$ cat src/rtl/gb_mem_pkg.sv
`default_nettype none
// +----------------------------------------------------------------------+
// | Package     : gb_mem_pkg                                             |
// | Description : Shared types and address constants for the OAM DMA    |
// |               controller and its bus multiplexer.                    |
// | Revision    : 1.0 - initial release                                  |
// +----------------------------------------------------------------------+
package gb_mem_pkg;

  typedef enum logic [1:0] {
    IDLE  = 2'd0,
    DELAY = 2'd1,
    XFER  = 2'd2
  } dma_state_t;

  localparam logic [15:0] OAM_BASE  = 16'hFE00;
  localparam logic [15:0] DMA_REG   = 16'hFF46;
  localparam logic [15:0] HRAM_LO   = 16'hFF80;
  localparam logic [15:0] HRAM_HI   = 16'hFFFE;
  localparam logic [7:0]  ECHO_BASE = 8'hE0;

  // Source pages at or above E0 are echo RAM; fold them back onto C0-DF.
  function automatic logic [7:0] src_high(input logic [7:0] src);
    return (src >= ECHO_BASE) ? (src - 8'h20) : src;
  endfunction

endpackage
`default_nettype wire

$ cat src/rtl/dma_bus_mux.sv
`default_nettype none
// +----------------------------------------------------------------------+
// | Module      : dma_bus_mux                                            |
// | Description : Combinational memory-port multiplexer between the OAM  |
// |               DMA engine and the CPU, plus CPU block/wait decode.    |
// | Revision    : 1.0 - initial release                                  |
// +----------------------------------------------------------------------+
// Ports:
//   i_active        transfer pending/running (CPU restricted to HRAM/FF46)
//   i_dma_own       DMA engine owns the memory port this cycle
//   i_dma_*         DMA-side address / write data / write strobe
//   i_rd_ff         a blocked read happened last cycle: return FF
//   i_cpu_*         CPU bus strobes, address and write data
//   i_mem_rdata     memory read data
//   o_mem_*         memory port address / write data / write strobe
//   o_cpu_din       data returned to the CPU
//   o_cpu_wait_n    low = CPU must hold its access
//   o_blocked_rd    CPU read that is being refused this cycle
//   o_dma_reg_wr    CPU write to the DMA start register
module dma_bus_mux (
  input  logic        i_active,
  input  logic        i_dma_own,
  input  logic [15:0] i_dma_addr,
  input  logic [7:0]  i_dma_wdata,
  input  logic        i_dma_write_n,
  input  logic        i_rd_ff,
  input  logic        i_cpu_read_n,
  input  logic        i_cpu_write_n,
  input  logic [15:0] i_cpu_address,
  input  logic [7:0]  i_cpu_dout,
  input  logic [7:0]  i_mem_rdata,
  output logic [15:0] o_mem_address,
  output logic [7:0]  o_mem_wdata,
  output logic        o_mem_write_n,
  output logic [7:0]  o_cpu_din,
  output logic        o_cpu_wait_n,
  output logic        o_blocked_rd,
  output logic        o_dma_reg_wr
);
  import gb_mem_pkg::*;

  logic w_rd;
  logic w_wr;
  logic w_hram;
  logic w_allowed;
  logic w_blocked;

  assign w_rd         = ~i_cpu_read_n;
  assign w_wr         = ~i_cpu_write_n;
  assign w_hram       = (i_cpu_address >= HRAM_LO) && (i_cpu_address <= HRAM_HI);
  assign o_dma_reg_wr = w_wr && (i_cpu_address == DMA_REG);
  assign w_allowed    = w_hram || o_dma_reg_wr;
  assign w_blocked    = i_active && !w_allowed;
  assign o_blocked_rd = w_blocked && w_rd;

  // Permitted accesses colliding with a DMA slot are stalled, not dropped.
  assign o_cpu_wait_n = !(i_active && i_dma_own && w_allowed && (w_rd || w_wr));

  assign o_mem_address = i_dma_own ? i_dma_addr    : i_cpu_address;
  assign o_mem_wdata   = i_dma_own ? i_dma_wdata   : i_cpu_dout;
  assign o_mem_write_n = i_dma_own ? i_dma_write_n : (i_cpu_write_n | w_blocked);

  assign o_cpu_din = i_rd_ff ? 8'hFF : i_mem_rdata;

endmodule
`default_nettype wire

$ cat src/rtl/oam_dma_ctrl.sv
`default_nettype none
// +----------------------------------------------------------------------+
// | Module      : oam_dma_ctrl                                           |
// | Description : OAM DMA sequencer. A CPU write to FF46 copies XFER_LEN |
// |               bytes from page (FF46)<<8 to FE00.. while arbitrating  |
// |               the single memory port with the CPU.                   |
// | Revision    : 1.0 - initial release                                  |
// +----------------------------------------------------------------------+
// Ports:
//   clk, Reset                 clock, synchronous active-high reset
//   cpu_read_n/cpu_write_n     CPU strobes (active low)
//   cpu_address/cpu_dout       CPU address and write data
//   cpu_din/cpu_wait_n         CPU read data and hold request
//   mem_address/mem_wdata      memory port address and write data
//   mem_write_n/mem_rdata      memory write strobe, read data (1-cycle latency)
//   dma_active/dma_src         transfer busy flag, last FF46 value
module oam_dma_ctrl #(
  parameter int CYCLES_PER_BYTE = 4,
  parameter int START_DELAY     = 4,
  parameter int XFER_LEN        = 160
) (
  input  logic        clk,
  input  logic        Reset,
  input  logic        cpu_read_n,
  input  logic        cpu_write_n,
  input  logic [15:0] cpu_address,
  input  logic [7:0]  cpu_dout,
  output logic [7:0]  cpu_din,
  output logic        cpu_wait_n,
  output logic [15:0] mem_address,
  output logic [7:0]  mem_wdata,
  output logic        mem_write_n,
  input  logic [7:0]  mem_rdata,
  output logic        dma_active,
  output logic [7:0]  dma_src
);
  import gb_mem_pkg::*;

  localparam int c_PH_W = $clog2(CYCLES_PER_BYTE);
  localparam int c_DL_W = (START_DELAY > 1) ? $clog2(START_DELAY) : 1;

  dma_state_t        r_state;
  logic [c_PH_W-1:0] r_phase;
  logic [c_DL_W-1:0] r_delay;
  logic [7:0]        r_idx;
  logic [7:0]        r_buf;
  logic [7:0]        r_src;
  logic              r_active;
  logic              r_rd_ff;

  logic              w_trigger;
  logic              w_blocked_rd;
  logic              w_dma_own;
  logic              w_dma_write_n;
  logic [15:0]       w_dma_addr;

  // Phase 0 reads the source, phase 2 writes OAM; all other phases are CPU slots.
  assign w_dma_own     = (r_state == XFER) && ((r_phase == '0) || (r_phase == c_PH_W'(2)));
  assign w_dma_write_n = (r_phase != c_PH_W'(2));
  assign w_dma_addr    = (r_phase == '0) ? {src_high(r_src), r_idx}
                                         : (OAM_BASE | {8'h00, r_idx});

  assign dma_active = r_active;
  assign dma_src    = r_src;

  dma_bus_mux u_mux (
    .i_active      (r_active),
    .i_dma_own     (w_dma_own),
    .i_dma_addr    (w_dma_addr),
    .i_dma_wdata   (r_buf),
    .i_dma_write_n (w_dma_write_n),
    .i_rd_ff       (r_rd_ff),
    .i_cpu_read_n  (cpu_read_n),
    .i_cpu_write_n (cpu_write_n),
    .i_cpu_address (cpu_address),
    .i_cpu_dout    (cpu_dout),
    .i_mem_rdata   (mem_rdata),
    .o_mem_address (mem_address),
    .o_mem_wdata   (mem_wdata),
    .o_mem_write_n (mem_write_n),
    .o_cpu_din     (cpu_din),
    .o_cpu_wait_n  (cpu_wait_n),
    .o_blocked_rd  (w_blocked_rd),
    .o_dma_reg_wr  (w_trigger)
  );

  always_ff @(posedge clk) begin
    if (Reset) begin
      r_state  <= IDLE;
      r_phase  <= '0;
      r_delay  <= '0;
      r_idx    <= 8'h00;
      r_buf    <= 8'h00;
      r_src    <= 8'h00;
      r_active <= 1'b0;
      r_rd_ff  <= 1'b1;
    end else begin
      r_rd_ff  <= w_blocked_rd;
      // Stays high for one IDLE cycle after the last byte completes.
      r_active <= w_trigger || (r_state != IDLE);
      if (w_trigger) begin
        // Start/restart wins over everything else this cycle.
        r_src   <= cpu_dout;
        r_state <= DELAY;
        r_delay <= '0;
        r_idx   <= 8'h00;
        r_phase <= '0;
      end else begin
        case (r_state)
          DELAY: begin
            if (r_delay == c_DL_W'(START_DELAY - 1)) begin
              r_state <= XFER;
              r_phase <= '0;
            end else begin
              r_delay <= r_delay + c_DL_W'(1);
            end
          end
          XFER: begin
            if (r_phase == c_PH_W'(1)) begin
              r_buf <= mem_rdata;
            end
            if (r_phase == c_PH_W'(CYCLES_PER_BYTE - 1)) begin
              r_phase <= '0;
              if (r_idx == 8'(XFER_LEN - 1)) begin
                r_state <= IDLE;
                r_idx   <= 8'h00;
              end else begin
                r_idx <= r_idx + 8'h01;
              end
            end else begin
              r_phase <= r_phase + c_PH_W'(1);
            end
          end
          default: begin
            r_state <= IDLE;
          end
        endcase
      end
    end
  end

endmodule
`default_nettype wire

$ cat config.mk
export PLATFORM = sky130hd
export DESIGN_NAME = oam_dma_ctrl
export DESIGN_NICKNAME = d
export VERILOG_FILES = /design/src/rtl/gb_mem_pkg.sv /design/src/rtl/dma_bus_mux.sv /design/src/rtl/oam_dma_ctrl.sv
export SDC_FILE = /design/constraint.sdc
export NUM_CORES = 1
export LEC_CHECK = 0
export ABC_AREA = 1
export CAP_MARGIN = 20
export CORE_ASPECT_RATIO = 1.5
export CORE_MARGIN = 2
export CORE_UTILIZATION = 40
export DETAILED_ROUTE_END_ITERATION = 7
export PLACE_DENSITY = 0.75
export SLEW_MARGIN = 20
export SYNTH_ARGS = -nofsm -noshare
export SYNTH_HDL_FRONTEND = slang
export SYNTH_SLANG_ARGS = --single-unit
export TNS_END_PERCENT = 5
$ cat constraint.sdc
create_clock -name clk -period 4.6 [get_ports clk]
set_clock_uncertainty 0.2 [all_clocks]
set_input_delay 0.69 -clock clk [delete_from_list [all_inputs] [get_ports clk]]
set_output_delay 0.69 -clock clk [all_outputs]
set_load 0.02 [all_outputs]
# --- After elaboration in Yosys (flattened, before gate mapping) ---
# Cells that the tools add are included.
word_totals:
  input_bits: 36
  latch_bits: 0
  output_inout_bits: 43
  memories: 0
  mem_bits_ro: 0
  ff_bits: 32
  ramBits: 0
op_classes:
  shift: 0
  div: 0
  n_lt_le_gt_ge: 3
  n_reduce_logical: 24
  n_bitwise: 5
  muxes: 15
  addsub: 4
  eq_ne: 15
  multipliers: 0
ops:
  columns: ["op", "n"]
  rows:
  - ["2-to-1 mux 16 bit", 2]
  - ["2-to-1 mux 8 bit", 4]
  - ["== test 16 bit, second input constant", 1]
  - [">= comparator 16 bit, second input constant", 1]
  - ["<= comparator 16 bit, second input constant", 1]
  - ["2-to-1 mux 2 bit", 5]
  - ["AND reduction 3 bit", 3]
  - ["adder 8 x 1 -> 8 bit, second input constant", 1]
  - ["== test 2 bit, second input constant", 4]
  - ["== test 8 bit, second input constant", 1]
  - [">= comparator 8 bit, second input constant", 1]
  - ["logical AND 1 bit", 8]
  - ["case mux 2 bit (2 select lines)", 2]
  - ["subtractor 8 x 6 -> 8 bit, second input constant", 1]
  - ["!= test 3 x 1 -> 1 bit, second input constant", 2]
  - ["AND reduction 2 bit", 3]
  - ["adder 2 x 1 -> 2 bit, second input constant", 2]
  - ["== test 2 x 1 -> 1 bit, second input constant", 2]
  - ["logical OR 1 bit", 4]
  - ["!= test 2 x 1 -> 1 bit, second input constant", 2]
  - ["!= test 2 bit, second input constant", 2]
  - ["inverter 1 bit", 4]
  - ["nonzero test 2 bit", 2]
  - ["!= test 3 x 2 -> 1 bit, second input constant", 1]
  - ["other kinds (5)", 7]

# --- Longest topological paths before layout ---
# Gate-level depths: netlist (run 1).
logic_depth:
  ltp_word: 7
  ltp_mapped: 9
  mapped_depth_nobuf: 8

# --- Cells and area by module ---
# From an unflattened synthesis (run 1), not the netlist that was laid out.
hier_totals:
  hier_cells: 312
  hier_area_um2: 1949.4
modules_own_cells:
  columns: ["module", "n_inst", "cells_per_inst", "area_per_inst_um2"]
  rows:
  - ["oam_dma_ctrl", 1, 196, 1452.6]
  - ["dma_bus_mux", 1, 116, 496.7]

# --- Least setup slack after synthesis (run 1) ---
# OpenSTA, ideal clock, no wires.
synth_timing:
  kind: "input port to output port"
  from: "in cpu_address[8]"
  to: "out mem_write_n"
  arrival_ns: 1.469
  n_path_buf: 0
  t_required_ns: 3.710
  path_slack_ns: 2.241
  path_stages: 7
  cell_sequence: "nand2_1 > nor2_1 > nand2_1 > inv_1 > nand2_2 > nand3_1 > a21oi_1"
synth_between:
  elab_chain_len: 7
  word_cells_on_any_way: 10
synth_lines:
  columns: ["item", "line_no", "text"]
  rows:
  - ["from (decl)", "oam_dma_ctrl.sv:26", "input logic [15:0] cpu_address,"]
  - [">= comparator 16 bit, or another cell as far along", "dma_bus_mux.sv:50", "assign w_hram = (i_cpu_address >= HRAM_LO) && (i_cpu_address <= HRAM_HI);"]
  - ["logical AND 1 bit, on equally long branches", "dma_bus_mux.sv:50, dma_bus_mux.sv:51", null]
  - ["logical OR 1 bit *", "dma_bus_mux.sv:52", "assign w_allowed = w_hram || o_dma_reg_wr;"]
  - ["zero test 1 bit *", "dma_bus_mux.sv:53", "assign w_blocked = i_active && !w_allowed;"]
  - ["logical AND 1 bit *", "dma_bus_mux.sv:53", null]
  - ["bitwise OR 1 bit *", "dma_bus_mux.sv:61", "assign o_mem_write_n = i_dma_own ? i_dma_write_n : (i_cpu_write_n | w_blocked);"]
  - ["2-to-1 mux 1 bit *", "dma_bus_mux.sv:61", null]
  - ["to (decl)", "oam_dma_ctrl.sv:32", "output logic mem_write_n,"]
# Every way passes the cells marked *; elsewhere a longest branch is shown, timed or not.

# --- Final worst setup path (run 1) ---
layout_timing:
  from: "in cpu_address[0]"
  to: "out mem_write_n"
# Same word-level chain as after synthesis.

==> results of run 1 <==
## worst min-delay path by stage
stage	from	endpoint	slack, ps
after floorplan	r_delay[1]	r_delay[1]	240
after global placement	r_delay[1]	r_delay[1]	250
after detailed placement	r_delay[1]	r_delay[1]	260
after CTS	r_delay[1]	r_delay[1]	270
after global routing	r_buf[6]	r_buf[6]	310
final	r_delay[1]	r_delay[1]	270
## cell usage after synthesis, types with 4 or more instances
| cell type | count | area share |
|---|---|---|
| o22a_1 | 4 | 0.018 |
| ha_1 | 7 | 0.044 |
| nor2_1 | 46 | 0.087 |
| a21oi_1 | 17 | 0.043 |
| nand3_1 | 19 | 0.048 |
| xor2_1 | 5 | 0.022 |
| o21ai_0 | 15 | 0.038 |
| dfxtp_1 | 32 | 0.32 |
| nand2_2 | 4 | 0.013 |
| nand2_1 | 86 | 0.16 |
| inv_1 | 40 | 0.076 |
## worst max-delay path, cell delays in order
cell and delay, ps:
clkdlybuf4s50_1 520, nor2_1 70, nand3_1 70, nor2_1 50
nand2_2 220, nand3_1 140, a21oi_1 150, clkdlybuf4s50_1 620
## stage by stage
step	instance area (µm²)	worst slack (ps)	cells	hold WS [ps]	util
6_report	2880	1179	455	270.6	0.5989
5_1_grt	2880	987.4	455	312.3	0.5989
4_1_cts	2880	1186	455	270.1	0.5989
3_5_place_dp	2786	1187	447	259.5	0.5793
3_3_place_gp	2786	1217	447	254.8	0.5793
2_1_floorplan	1982	2241	310	244.1	-
## cell families after synthesis
| group | count (synthesis) |
|---|---|
| fa+ha+maj | 7 |
| flops | 32 |
| buf+inv | 52 |
| compound gates | 44 |
| xor+xnor | 5 |
| simple gates | 170 |
## cell type report
class | count | area [µm²] | share of cell area
multi-input combinational | 226 | 1110 | 0.3853
tap | 66 | 82.58 | 0.02867
inverter | 44 | 165.2 | 0.05734
clock buffer | 7 | 86.33 | 0.02997
timing repair buffer | 79 | 788.3 | 0.2737
clock inverter | 1 | 7.507 | 0.002606
sequential | 32 | 640.6 | 0.2224
## power breakdown
part	internal (mW)	switching (mW)	total (mW)	leakage, nW
Clock	0.121	0.104	0.225	0.0445
Sequential	0.277	0.0000949	0.278	0.258
Combinational	0.0620	0.0535	0.115	0.927
## layer usage
metal | vias up | part of all wire | wire length (µm) | global-route usage
met5 | - | 0 | 0 | 0
met4 | 0 | 0.019 | 106 | 0.07092
met3 | 8 | 0.057 | 309 | 0.04173
met2 | 60 | 0.53 | 2901 | 0.3555
met1 | 952 | 0.39 | 2129 | 0.2219
li1 | 1129 | - | - | -
## registers in the layout, indices dropped and copies added, names as in the netlist
name,count
dma_src,8
r_buf,8
r_idx,8
r_delay,2
r_phase,2
r_state,2
dma_active,1
r_rd_ff,1
==> flow_summary.toml, run 1 <==
[clock_tree]
clk_path_buf_depth = 2
insertion_delay_ps = 280
hold_buffers = 0
cts_buffers = 5
cts_setup_buffers = 0
tritoncts = "done"
clk_pin_slew_ps = 70
root_buffer = "clkbuf_8"
ctsResizeCount = 0
cts-htree-levels = 2
cts_sinks = 32

[die]
rows = 31
die_h_um = 90.21
core_area_um2 = 4810
dieArea_um2 = 5546
io_pins = 79
start_util = 0.4121
die_x_um = 61.48

[global_routing]
grt_pass1_vias = 1951
grt_pass1_wl_um = 8528
gr-total-overflow = 0
grt_start_max_net_pins = 22
antenna_found_initial = 0
track_usage = 0.1997

[worst_setup_path]
worstReg2RegStart = "r_phase[0]"
cp-startpoint = "cpu_address[0]"
end_kind = "output pin"
r2r_slack_ps = 2990
arrival_ps = 2530
path_max_fanout = 15
critPathCapture = "mem_write_n"
crit_type = "input pin to output pin"
worstSetupStartpointType = "input pin"
required_ps = 3710
reg2reg_depth = 6
r2r-end = "r_idx[6]"

[place]
gp_congestion = 0.8474
hpwl_um = 4260
io_buffer_count = 78

[logic_synthesis]
synth_fa_ha_area_frac = 0.04419
postSynthAreaPerCell_um2 = 6.393
synth_compound_area_frac = 0.1237
synthArstFlopShare = 0
synth-xor-area-share = 0.02210
syn-num-nets = 353
synth_top_family_by_area = "simple AND/OR/NAND/NOR gates"
synth_ff_type = "dfxtp_1"
ys_seq_elements = 32
syn-cell-area_um2 = 1982
ys_seq_area_frac = 0.3232
synthSimpleGateAreaFrac = 0.3699
postSynthCellCount = 310
yosys.cell_types.count = 27
synth_edf_count = 0
ys_warn_count = 0
synth.area.mux_share = 0

[cells_and_area]
num-fill-cells = 503
mostFrequentLayoutCells = "nand2_1 (86), clkdlybuf4s50_1 (78), nor2_1 (46), inv_1 (40), dfxtp_1 (32)"
drive_above_1_share = 0.06170
areaGrowthSynthToFinish_pct = 45.33
mostFrequentLayoutCell = "nand2_1"
antenna_cells = 0
final_nets = 431

[route]
detail_route.wirelength_um = 5446
drc = 0
vias = 2149
detail-route-antenna-nets = 0
detailedRoute.firstIterationViolations = 49
first_pass_iters = 5
drt-vias-per-instance = 4.723
avgRoutedWirePerCell_um = 11.97

[power_and_ir_drop]
total_power_uw = 618.0
power_density_nw_per_um2 = 214.6
p_leak_nw = 1.229
ir_worst_vdd_uv = 165.5

[sta]
setup_viol = 0
maxSlewHeadroom = 0.6580
period_share = 0.7436
fin_crit_ps = 3421
hold_violations = 0
tightest_slew_ps = 509.9
max_freq_ghz = 0.2923
tns_ps = 0
slew_violations = 0
rsz0062_at_grt = "no"

[status]
run_status = "completed"

[flow_run]
max-cap-violations = 0

[hold_path]
worstHoldPathCells = 2
min_path_type = "flip-flop to flip-flop"
(Power assumes the default switching activity.)
==> run 2: changes to the inputs <==
==> constraint.sdc (replaced) <==
create_clock -name clk -period 3.3 [get_ports clk]
set_clock_uncertainty 0.2 [all_clocks]
set_input_delay 0.495 -clock clk [delete_from_list [all_inputs] [get_ports clk]]
set_output_delay 0.495 -clock clk [all_outputs]
set_load 0.02 [all_outputs]
==> run 2 against run 1 <==
Final cell count up 0.44%. Via count up 0.70%. Sequential share of layout area decreased by 0.12 points. Non-clock buffer count up 2. Flip-flop and latch count unchanged.
==> flow_summary.toml, run 2 (synthesized netlist as in run 1, its figures left out) <==
[global_routing]
antenna_found_initial = 0
gr-total-overflow = 0
grt_start_max_net_pins = 22
grt_pass1_vias = 2031
grt_pass1_wl_um = 8735
track_usage = 0.2034

[worst_setup_path]
end_kind = "output pin"
arrival_ps = 2320
reg2reg_depth = 6
r2r-end = "r_idx[0]"
path_max_fanout = 21
crit_type = "flip-flop to output pin"
r2r_slack_ps = 1700
required_ps = 2600
worstReg2RegStart = "r_idx[1]"
worstSetupStartpointType = "flip-flop"

[place]
io_buffer_count = 78
hpwl_um = 4238
post_dp_cell_area_um2 = 2801
gp_congestion = 0.8363

[die]
core_area_um2 = 4810
start_util = 0.4121
die_x_um = 61.48
rows = 31
dieArea_um2 = 5546
io_pins = 79
die_h_um = 90.21

[route]
avgRoutedWirePerCell_um = 11.92
drt-vias-per-instance = 4.735
first_pass_iters = 6
detailedRoute.firstIterationViolations = 63
drc = 0
detail-route-antenna-nets = 0
vias = 2164
detail_route.wirelength_um = 5448

[sta]
tns_ps = 0
maxSlewHeadroom = 0.6691
fin_crit_ps = 3017
rsz0062_at_grt = "no"
tightest_slew_ps = 493.2
period_share = 0.9144
setup_viol = 0
slew_violations = 0
max_freq_ghz = 0.3314
hold_violations = 0

[flow_run]
max-cap-violations = 0

[cells_and_area]
num-fill-cells = 491
areaGrowthSynthToFinish_pct = 46.09
final_nets = 433
mostFrequentLayoutCells = "nand2_1 (86), clkdlybuf4s50_1 (78), nor2_1 (46), inv_1 (40), dfxtp_1 (32)"
mostFrequentLayoutCell = "nand2_1"
antenna_cells = 0
drive_above_1_share = 0.06650
final_area_um2 = 2895

[power_and_ir_drop]
ir_worst_vdd_uv = 269.5
p_leak_nw = 1.238
power_density_nw_per_um2 = 295.8

[clock_tree]
insertion_delay_ps = 280
root_buffer = "clkbuf_8"
clk_pin_slew_ps = 60
cts_sinks = 32
hold_buffers = 0
tritoncts = "done"
cts-htree-levels = 2
cts_buffers = 5
cts_setup_buffers = 0
clk_path_buf_depth = 2
ctsResizeCount = 0

[hold_path]
min_path_type = "flip-flop to flip-flop"
worstHoldPathCells = 2
min_to = "r_delay[1]"
hp-start = "r_delay[1]"

[status]
run_status = "completed"
-- run 2: worst max path at each step --
| stage | startpoint | to | slack (ps) |
|---|---|---|---|
| after global placement | cpu_address[5] | mem_write_n | 430 |
| after global routing | r_phase[0] | mem_wdata[7] | 90 |
| after CTS | r_phase[0] | mem_address[1] | 270 |
| final | r_phase[0] | mem_address[1] | 280 |
| after floorplan | r_phase[0] | mem_address[0] | 1170 |
| after detailed placement | cpu_address[5] | mem_write_n | 400 |
-- run 2: per-stage QoR --
| step | util | worst slack, ps | power, mW | hold slack, ps | cells |
|---|---|---|---|---|---|
| after floorplan | - | 1171 | 0.4608 | 244.1 | 310 |
| after global placement | 0.5825 | 430.5 | 0.5557 | 254.1 | 449 |
| after detailed placement | 0.5825 | 401.7 | 0.5562 | 267.9 | 449 |
| after CTS | 0.6020 | 273.5 | 0.8671 | 278.0 | 457 |
| after global routing | 0.6020 | 94.53 | 0.9004 | 308.1 | 457 |
| final | 0.6020 | 282.5 | 0.8564 | 274.6 | 457 |
-- run 2: metal layers --
metal | track usage | part of all wire | vias up
met5 | 0 | 0 | -
met4 | 0.08688 | 0.025 | 0
met3 | 0.04173 | 0.053 | 11
met2 | 0.3573 | 0.51 | 60
met1 | 0.2241 | 0.41 | 962
li1 | - | - | 1131
-- run 2: power breakdown --
part / internal (mW) / leakage, nW / switching (mW)
Combinational: 0.0864 / 0.935 / 0.0741
Clock: 0.169 / 0.0445 / 0.140
Sequential: 0.387 / 0.258 / 0.000194
Total: 0.642 / 1.24 / 0.214
-- run 2: layout make-up --
class,count,area [µm²],area share
multi-input combinational,226,1110,0.3833
timing repair buffer,81,803.3,0.2774
clock buffer,7,86.33,0.02982
sequential,32,640.6,0.2213
tap,66,82.58,0.02852
inverter,44,165.2,0.05704
clock inverter,1,7.507,0.002593
-- run 2: critical path, cell delays in order (launching register included) --
cell             delay, ps
dfxtp_1                400
inv_1                   90
ha_1                   200
inv_1                   90
nor2_4                  60
nor2_2                 200
inv_2                  200
o21ai_1                180
clkdlybuf4s50_1        630
